**config.mk**
```make
export PLATFORM = sky130hd
export DESIGN_NAME = kernel_irq_sched
export DESIGN_NICKNAME = d
export VERILOG_FILES = /design/src/rtl/kernel_irq_pkg.sv /design/src/rtl/kernel_irq_sched_rr_arbiter.sv /design/src/rtl/kernel_irq_sched.sv
export SDC_FILE = /design/constraint.sdc
export NUM_CORES = 1
export LEC_CHECK = 0
export BUFFER_PORTS_ARGS = -buffer_cell sky130_fd_sc_hd__buf_2
export CAP_MARGIN = 5
export CORE_MARGIN = 2
export CORE_UTILIZATION = 45
export CTS_CLUSTER_SIZE = 14
export DETAILED_ROUTE_END_ITERATION = 10
export PLACE_DENSITY_LB_ADDON = 0.3
export SYNTH_ARGS = -nofsm -noshare
export SYNTH_HDL_FRONTEND = slang
export SYNTH_SLANG_ARGS = --single-unit
export TNS_END_PERCENT = 10
```
**constraint.sdc**
```tcl
create_clock -name dma_axi_aclk -period 1.65 [get_ports dma_axi_aclk]
set_input_delay 0.33 -clock dma_axi_aclk [delete_from_list [all_inputs] [get_ports dma_axi_aclk]]
set_output_delay 0.33 -clock dma_axi_aclk [all_outputs]
set_load 0.05 [all_outputs]
```
**src/rtl/kernel_irq_pkg.sv**
```systemverilog
// Shared types and default constants for the kernel interrupt scheduler.
package kernel_irq_pkg;

  typedef enum logic [1:0] {
    StIdle,
    StAssert,
    StClear,
    StGap
  } irq_state_e;

  localparam int unsigned DefSyncStages = 3;
  localparam int unsigned DefAckTimeout = 1024;

endpackage

```
**src/rtl/kernel_irq_sched_rr_arbiter.sv**
```systemverilog
// Combinational round-robin arbiter: first set request at or above ptr, wrapping to 0.
module rr_arbiter #(
  parameter int unsigned NumReq = 4,
  parameter int unsigned IdxW   = (NumReq > 1) ? $clog2(NumReq) : 1
) (
  input  logic [NumReq-1:0] req,
  input  logic [IdxW-1:0]   ptr,
  output logic [IdxW-1:0]   grant_idx,
  output logic              grant_valid
);

  logic [IdxW-1:0] idx;

  always_comb begin
    idx         = '0;
    grant_idx   = '0;
    grant_valid = 1'b0;
    for (int unsigned off = 0; off < NumReq; off++) begin
      idx = IdxW'((32'(ptr) + off) % NumReq);
      if (!grant_valid && req[idx]) begin
        grant_valid = 1'b1;
        grant_idx   = idx;
      end
    end
  end

endmodule

```
**src/rtl/kernel_irq_sched.sv**
```systemverilog
// Funnels per-kernel done events onto one host interrupt line, one kernel at a time,
// with round-robin selection, host acknowledge handshake and a sticky ack timeout.
module kernel_irq_sched
  import kernel_irq_pkg::*;
#(
  parameter int unsigned NUM_KERNELS = 4,
  parameter int unsigned SYNC_STAGES = DefSyncStages,
  parameter int unsigned ACK_TIMEOUT = DefAckTimeout,
  parameter int unsigned ID_W        = $clog2(NUM_KERNELS)
) (
  input  logic                   dma_axi_aclk,
  input  logic                   dma_axi_areset,
  input  logic [NUM_KERNELS-1:0] kernel_int,
  input  logic [NUM_KERNELS-1:0] irq_mask,
  input  logic                   host_ack,
  input  logic                   err_clr,
  output logic                   kernel_irq,
  output logic [ID_W-1:0]        irq_id,
  output logic [NUM_KERNELS-1:0] irq_pending,
  output logic [NUM_KERNELS-1:0] kernel_ack,
  output logic [NUM_KERNELS-1:0] overflow,
  output logic                   timeout_err
);

  localparam int unsigned   CntW   = (ACK_TIMEOUT > 2) ? $clog2(ACK_TIMEOUT) : 1;
  localparam logic [CntW-1:0] CntMax = CntW'(ACK_TIMEOUT - 1);

  // Bit NUM_KERNELS of the sync path carries host_ack.
  logic [SYNC_STAGES-1:0][NUM_KERNELS:0] sync_q;
  logic [NUM_KERNELS:0]                  hist_q, edge_q;

  irq_state_e             state_q, state_d;
  logic [ID_W-1:0]        irq_id_q, irq_id_d, ptr_q, ptr_d, win_idx;
  logic [CntW-1:0]        cnt_q, cnt_d;
  logic [NUM_KERNELS-1:0] pending_q, pending_d, overflow_q, overflow_d;
  logic [NUM_KERNELS-1:0] kernel_ack_q, kernel_ack_d, clr_vec, eligible, id_onehot;
  logic [NUM_KERNELS-1:0] kint_edge;
  logic                   timeout_q, timeout_d, timeout_set, kernel_irq_q, ack_edge, win_valid;

  // Edge detect is registered so an event lands in pending SYNC_STAGES+1 edges after capture.
  always_ff @(posedge dma_axi_aclk or posedge dma_axi_areset) begin
    if (dma_axi_areset) begin
      sync_q <= '0;
      hist_q <= '0;
      edge_q <= '0;
    end else begin
      sync_q <= {sync_q[SYNC_STAGES-2:0], {host_ack, kernel_int}};
      hist_q <= sync_q[SYNC_STAGES-1];
      edge_q <= sync_q[SYNC_STAGES-1] & ~hist_q;
    end
  end

  assign kint_edge = edge_q[NUM_KERNELS-1:0];
  assign ack_edge  = edge_q[NUM_KERNELS];
  assign eligible  = pending_q & ~irq_mask;
  assign id_onehot = NUM_KERNELS'(1) << irq_id_q;

  rr_arbiter #(
    .NumReq (NUM_KERNELS),
    .IdxW   (ID_W)
  ) u_rr_arbiter (
    .req         (eligible),
    .ptr         (ptr_q),
    .grant_idx   (win_idx),
    .grant_valid (win_valid)
  );

  always_comb begin
    state_d  = state_q;
    irq_id_d = irq_id_q;
    ptr_d    = ptr_q;
    cnt_d    = cnt_q;
    clr_vec  = '0;
    unique case (state_q)
      StIdle: begin
        cnt_d = '0;
        if (win_valid) begin
          irq_id_d = win_idx;
          state_d  = StAssert;
        end
      end
      StAssert: begin
        if (ack_edge) begin
          state_d = StClear;
        end else if (cnt_q != CntMax) begin
          cnt_d = cnt_q + 1'b1;
        end
      end
      StClear: begin
        clr_vec = id_onehot;
        ptr_d   = (irq_id_q == ID_W'(NUM_KERNELS - 1)) ? '0 : irq_id_q + 1'b1;
        cnt_d   = '0;
        state_d = StGap;
      end
      StGap:   state_d = StIdle;
      default: state_d = StIdle;
    endcase
  end

  // Fires once on reaching the limit so err_clr can clear it while still stuck in ASSERT.
  assign timeout_set = (ACK_TIMEOUT != 0) && (state_d == StAssert) && (cnt_d == CntMax) &&
                       !((state_q == StAssert) && (cnt_q == CntMax));

  always_comb begin
    pending_d    = (pending_q & ~clr_vec) | kint_edge;
    overflow_d   = (err_clr ? '0 : overflow_q) | (kint_edge & pending_q & ~clr_vec);
    timeout_d    = (err_clr ? 1'b0 : timeout_q) | timeout_set;
    kernel_ack_d = (state_d == StClear) ? id_onehot : '0;
  end

  always_ff @(posedge dma_axi_aclk or posedge dma_axi_areset) begin
    if (dma_axi_areset) begin
      state_q      <= StIdle;
      irq_id_q     <= '0;
      ptr_q        <= '0;
      cnt_q        <= '0;
      pending_q    <= '0;
      overflow_q   <= '0;
      timeout_q    <= 1'b0;
      kernel_irq_q <= 1'b0;
      kernel_ack_q <= '0;
    end else begin
      state_q      <= state_d;
      irq_id_q     <= irq_id_d;
      ptr_q        <= ptr_d;
      cnt_q        <= cnt_d;
      pending_q    <= pending_d;
      overflow_q   <= overflow_d;
      timeout_q    <= timeout_d;
      kernel_irq_q <= (state_d == StAssert);
      kernel_ack_q <= kernel_ack_d;
    end
  end

  assign kernel_irq  = kernel_irq_q;
  assign irq_id      = irq_id_q;
  assign irq_pending = pending_q;
  assign kernel_ack  = kernel_ack_q;
  assign overflow    = overflow_q;
  assign timeout_err = timeout_q;

endmodule
```
== After elaboration in Yosys (flattened, before gate mapping) ==
Index checks and enable logic that the tools add are counted.

* Register bits: 55
* Bits of input ports: 12
* Output and inout bits: 16
* Word-level logic and storage cells: 84

* $add $sub $neg: 5
* $lt $le $gt $ge: 4
* Equal/unequal tests: 9
* Shift-type cells: 1
* Muxes and demuxes: 27
* Bitwise operators: 11
* Reductions and logical operators: 13

{| class="wikitable"
|+ Operators by type and width
! cell !! number
|-
| 10-bit equality test, second input constant || 2
|-
| 10-bit 2-to-1 mux || 2
|-
| 10-bit case mux with 2 select lines || 1
|-
| 4-bit AND || 4
|-
| 2-bit 2-to-1 mux || 7
|-
| 2-bit by 3-bit < comparator with 1-bit output, second input constant || 4
|-
| 4-bit 2-to-1 mux || 3
|-
| 10-bit by 1-bit adder with 10-bit output, second input constant || 1
|-
| 10-bit inequality test, second input constant || 1
|-
| 1-bit 2-to-1 mux || 9
|-
| 1-bit binary-select mux with 2-bit select || 4
|-
| 2-bit equality test, second input constant || 4
|-
| 4-bit inverter || 2
|-
| 4-bit OR || 2
|-
| 2-bit case mux with 4 select lines || 1
|-
| 1-bit logical AND || 6
|-
| 5-bit AND || 1
|-
| 5-bit inverter || 1
|-
| 2-bit by 1-bit adder with 2-bit output, second input constant || 2
|-
| 2-bit adder, second input constant || 2
|-
| 2-bit by 1-bit equality test with 1-bit output, second input constant || 2
|-
| 1-bit zero test || 4
|-
| 1-bit by 2-bit left shift with 4-bit output, first input constant || 1
|-
| 2-bit zero test || 1
|-
| other kinds (3) || 3
|}

== Depth between registers and ports, before layout ==
* Depth after elaboration: 20
* Depth in mapped cells: 6
* Gate-level depth less buffers: 6

== Hierarchy ==
Synthesis repeated with hierarchy kept, for this count alone.

* Cells, all modules: 189
* Area, all modules: 2189.6 um^2

{| class="wikitable"
|+ By module, submodules not included
! module !! times used !! cells an instance !! area each (um^2) !! sequential area each (um^2)
|-
| kernel_irq_sched || 1 || 174 || 2112.0 || 1376.3
|-
| rr_arbiter || 1 || 15 || 77.6 || 0.0
|}

== Worst setup path before layout ==
Ideal clock, no wire load.

* Kind: register to register
* Start: reg cnt_q[0]
* End: reg timeout_q (netlist: timeout_err)
* Setup time: 0.092 ns
* Data arrival time: 1.577 ns
* Data required time: 1.558 ns
* Path slack: -0.019 ns
* Stages on the path, launching flop included: 7
* Buffers on the path: 0
* Cells stage by stage: dfrtp_1 ha_1 nand2_1 o311ai_1 mux2i_2 nand3_1 o31ai_2

* Cells in the longest elaborated chain, start to end: 8
* Elaborated cells between the ends (all ways): 12
* Those cells by class: add/sub (1); eq/ne (3); mux (3); bitwise (1); reduce/logical (4)

{| class="wikitable"
|+ Ends and longest elaborated chain
! element !! RTL line !! source
|-
| start: declaration || kernel_irq_sched.sv:34 || <nowiki>logic [CntW-1:0] cnt_q, cnt_d;</nowiki>
|-
| start signal: assignment || kernel_irq_sched.sv:126 || <nowiki>cnt_q <= cnt_d;</nowiki>
|-
| 10-bit by 1-bit adder with 10-bit output or 10-bit inequality test (tied branches) || kernel_irq_sched.sv:86, kernel_irq_sched.sv:85 ||
|-
| 10-bit 2-to-1 mux (*) || kernel_irq_sched.sv:85 || <nowiki>end else if (cnt_q != CntMax) begin</nowiki>
|-
| 10-bit 2-to-1 mux (*) || kernel_irq_sched.sv:83 || <nowiki>if (ack_edge) begin</nowiki>
|-
| 10-bit case mux with 2 select lines (*) || kernel_irq_sched.sv:74 || <nowiki>unique case (state_q)</nowiki>
|-
| net cnt_d[3] || kernel_irq_sched.sv:34 ||
|-
| 10-bit equality test (*) || kernel_irq_sched.sv:101 || <nowiki>assign timeout_set = (ACK_TIMEOUT != 0) && (state_d == StAssert) && (cnt_d == CntMax) &&</nowiki>
|-
| 1-bit logical AND (*) (2 in series) || kernel_irq_sched.sv:101 ||
|-
| 1-bit OR (*) || kernel_irq_sched.sv:107 || <nowiki>timeout_d = (err_clr ? 1'b0 : timeout_q) | timeout_set;</nowiki>
|-
| net timeout_d || kernel_irq_sched.sv:38 || <nowiki>logic timeout_q, timeout_d, timeout_set, kernel_irq_q, ack_edge, win_valid;</nowiki>
|-
| end signal: assignment || kernel_irq_sched.sv:129 || <nowiki>timeout_q <= timeout_d;</nowiki>
|-
| end: declaration || kernel_irq_sched.sv:38 ||
|}

Mark *: on every way through the listed nets, which the timed path passes. The rest lies on a longest branch.
A chain may end at the register's enable or synchronous reset.

== Worst setup path in the final report ==
* Start: reg cnt_q[0]
* End: reg timeout_q (netlist: timeout_err)

* Cells in the longest elaborated chain, start to end: 8
* Elaborated cells between the ends (all ways): 12
* Those cells by class: add/sub (1); eq/ne (3); mux (3); bitwise (1); reduce/logical (4)

{| class="wikitable"
|+ Ends and longest elaborated chain
! element !! RTL line
|-
| 10-bit by 1-bit adder with 10-bit output or 10-bit inequality test (tied branches) || kernel_irq_sched.sv:86, kernel_irq_sched.sv:85
|-
| 10-bit 2-to-1 mux || kernel_irq_sched.sv:85
|-
| 10-bit 2-to-1 mux || kernel_irq_sched.sv:83
|-
| 10-bit case mux with 2 select lines || kernel_irq_sched.sv:74
|-
| 10-bit equality test || kernel_irq_sched.sv:101
|-
| 1-bit logical AND || kernel_irq_sched.sv:101
|-
| 1-bit logical AND (*) || kernel_irq_sched.sv:101
|-
| 1-bit OR (*) || kernel_irq_sched.sv:107
|-
| net timeout_d || kernel_irq_sched.sv:38
|}

Marks and branches as above.

==> results.json <==
{
  "status": "complete, no violations",
  "area_delta_synth_final_pct": 22.0,
  "cts_root_buf": "clkbuf_8",
  "p_leak_nw": 1.26,
  "crit_chain": "ha_4, nand2_2, or3_4, buf_4, a32oi_2, o31ai_2",
  "cp.arrival_ns": 1.83,
  "power_w": 0.00341,
  "antenna_found_initial": 0,
  "coreArea_um2": 4720,
  "numPortBuffers": 27,
  "p_per_area_nw_per_um2": 1260,
  "final_cell_mix": "dfrtp_1, buf_2, nand2_1, buf_4, nor2b_1",
  "synth_top_family_by_area": "simple AND/OR/NAND/NOR gates",
  "cts_inserted_buffers": 5,
  "initial_core_util": 0.468,
  "cts_hold_buf": 0,
  "ys_seq_elements": 55,
  "clk_pin_slew_ns": 0.09,
  "clk_path_buf_depth": 2,
  "p_sw_frac": 0.341,
  "skew_ns": 0.00836,
  "p_switching_w": 0.00116,
  "die_area_um2": 5480,
  "hold_violations": 0,
  "rrSetupSlack_ns": 0.02,
  "finalWorstSetupSlack_ns": 0.0150,
  "globalRoute.totalOverflow": 0,
  "drtAntennaViolNets": 0,
  "final_common_cell": "dfrtp_1",
  "cpMaxStageDelayCell": "or3_4",
  "dr.pass1.iters": 4,
  "vias": 1455,
  "clock_power_share": 0.213,
  "tightest_slew_ns": 0.402,
  "critical_path_buf_inv_count": 1,
  "final_nets": 249,
  "end_kind": "flop",
  "routed_via_density": 4.87,
  "antennaDiodeCount": 0,
  "hold_class": "in -> async",
  "ys.warnings.count": 0,
  "crit_type": "reg -> reg",
  "required_ns": 1.84,
  "period_minus_slack_ns": 1.63,
  "die_w_um": 74.1,
  "grt_pass1_wl_mm": 6.24,
  "place_congestion": 0.869,
  "synthAdderAreaFrac": 0.0283,
  "drtIter0Drc": 53,
  "die_height_um": 74.1,
  "syn_area_um2": 2210,
  "path_delay_family": "simple AND/OR/NAND/NOR gates",
  "rsz0062_at_grt": "yes",
  "avgRoutedWirePerCell_um": 12.8,
  "crit_cells": 6,
  "synth-edff-count": 0,
  "clk_latency_ns": 0.30,
  "wl_mm": 3.82,
  "max_slew_margin": 0.730,
  "synth_flop_cell": "dfrtp_1",
  "cap_violations": 0,
  "async_flop_share": 1.00,
  "row_count": 25,
  "clock-sinks": 55,
  "synthXorXnorAreaFrac": 0.0119,
  "critPathLaunchType": "flop",
  "syn_nets": 200,
  "ys_types": 44,
  "worstPathMaxFanout": 5,
  "setup_viol": 0,
  "drc": 0,
  "dpl_worst_slack_ns": -0.0581,
  "synth-simple-area-share": 0.184,
  "drive_above_1_share": 0.306,
  "ir_worst_vdd_uv": 490,
  "grt_pass1_vias": 1358,
  "slowest_delay_ns": 0.42,
  "drv_slew": 0,
  "period_share": 0.991,
  "synthMuxAreaShare": 0.0300,
  "synth_compound_area_frac": 0.0935,
  "syn-instance-count": 183,
  "synth_area_per_cell_um2": 12.1,
  "ios": 28,
  "cts_tree": "yes",
  "fillers": 393,
  "whs_ns": 0.0798,
  "p_int_w": 0.00225,
  "dpl.hpwl_mm": 2.64,
  "grt_usage": 0.153,
  "fmax_mhz": 612,
  "sequentialPowerShare": 0.485,
  "ctsHtreeMaxLevel": 2,
  "yosysSeqAreaShare": 0.623,
  "pwr-share-comb": 0.302,
  "r2r_cells": 6,
  "grt_max_degree": 56
}
## timing repair
action                                  4_1_cts  5_1_grt
endpoints found under the setup margin        1        2
buffers inserted                              0        2
pin swaps                                     0        3
gates resized for setup                       2        5
## registers in the layout, indices dropped and copies added, names as in the netlist
| name | cells |
|---|---|
| sync_q | 15 |
| cnt_q | 10 |
| edge_q | 5 |
| hist_q | 5 |
| irq_pending | 4 |
| kernel_ack | 4 |
| overflow | 4 |
| irq_id | 2 |
| ptr_q | 2 |
| state_q | 2 |
| kernel_irq | 1 |
| timeout_err | 1 |
## cells in the mapped netlist, types with 2 or more instances
cell	instances	area, um2
nand3_1	8	40.0
a31oi_1	4	25.0
inv_1	10	37.5
or2_2	2	12.5
dfrtp_1	55	1380
clkbuf_1	2	7.51
nor3_1	2	10.0
ha_1	5	62.6
nand2b_1	4	25.0
mux2i_1	3	30.0
nor3b_1	3	22.5
nor2_1	8	30.0
a41o_1	2	20.0
and2_1	4	25.0
o21ai_0	2	10.0
xnor2_1	2	17.5
buf_4	2	15.0
nor2b_1	11	68.8
a21oi_1	4	20.0
and3_1	3	18.8
o311a_1	2	20.0
o2bb2ai_1	3	26.3
nand2_1	20	75.1
mux2_2	2	22.5
## through the flow
stage               cell area, um2  setup TNS [ns]  utilization  std cells
floorplan                     2210         -0.0190            -        183
global placement              2550               0        0.540        290
detailed placement            2550         -0.0581        0.540        290
CTS                           2650               0        0.561        297
global route                  2700         -0.0393        0.571        299
finish                        2700               0        0.571        299
## worst paths after layout
kind                           startpoint             end
max reg2reg                      cnt_q[0]     timeout_err
max                              cnt_q[0]     timeout_err
min reg2reg                     sync_q[1]       sync_q[6]
min                        dma_axi_areset  irq_pending[0]
min in group dma_axi_aclk   kernel_int[3]       sync_q[3]
max in group asynchronous  dma_axi_areset       hist_q[1]
## power by group through the flow
stage	combinational [W]	sequential [W]	clock, W
after CTS	0.000992	0.00165	0.000761
after global placement	0.000971	0.00167	0
final	0.00103	0.00165	0.000726
after global routing	0.00114	0.00168	0.000797
after floorplan	0.000429	0.00191	0
after detailed placement	0.000981	0.00167	0
## cell families (layout without fill, tap and decap cells)
kind of cell	after synthesis	after routing
xor+xnor	3	3
flops	55	55
mux	6	6
buf+inv	15	64
fa+ha+maj	5	5
simple gates	72	72
compound gates	27	27
## worst reg2reg max path: stages (launching register included)
cell and delay [ns]:
dfrtp_1 0.40, ha_4 0.18, nand2_2 0.08, or3_4 0.42, buf_4 0.15, a32oi_2 0.21
o31ai_2 0.09
## routing by layer
layer / vias to the layer above / share of wire / global-route usage
li1: 725 / - / -
met1: 693 / 0.47 / 0.205
met2: 30 / 0.47 / 0.236
met3: 7 / 0.040 / 0.0407
met4: 0 / 0.019 / 0.0667
met5: - / 0 / 0
## layout make-up
type / instances / area, um2 / share of cell area
clock buffers: 6 / 82.6 / 0.0306
multi-input cells: 113 / 808 / 0.300
inverters: 10 / 41.3 / 0.0153
flip-flops and latches: 55 / 1380 / 0.511
well taps: 67 / 83.8 / 0.0311
clock inverters: 1 / 5.00 / 0.00186
repair buffers: 47 / 298 / 0.110
Note: power is estimated with default switching activity, not from simulation.
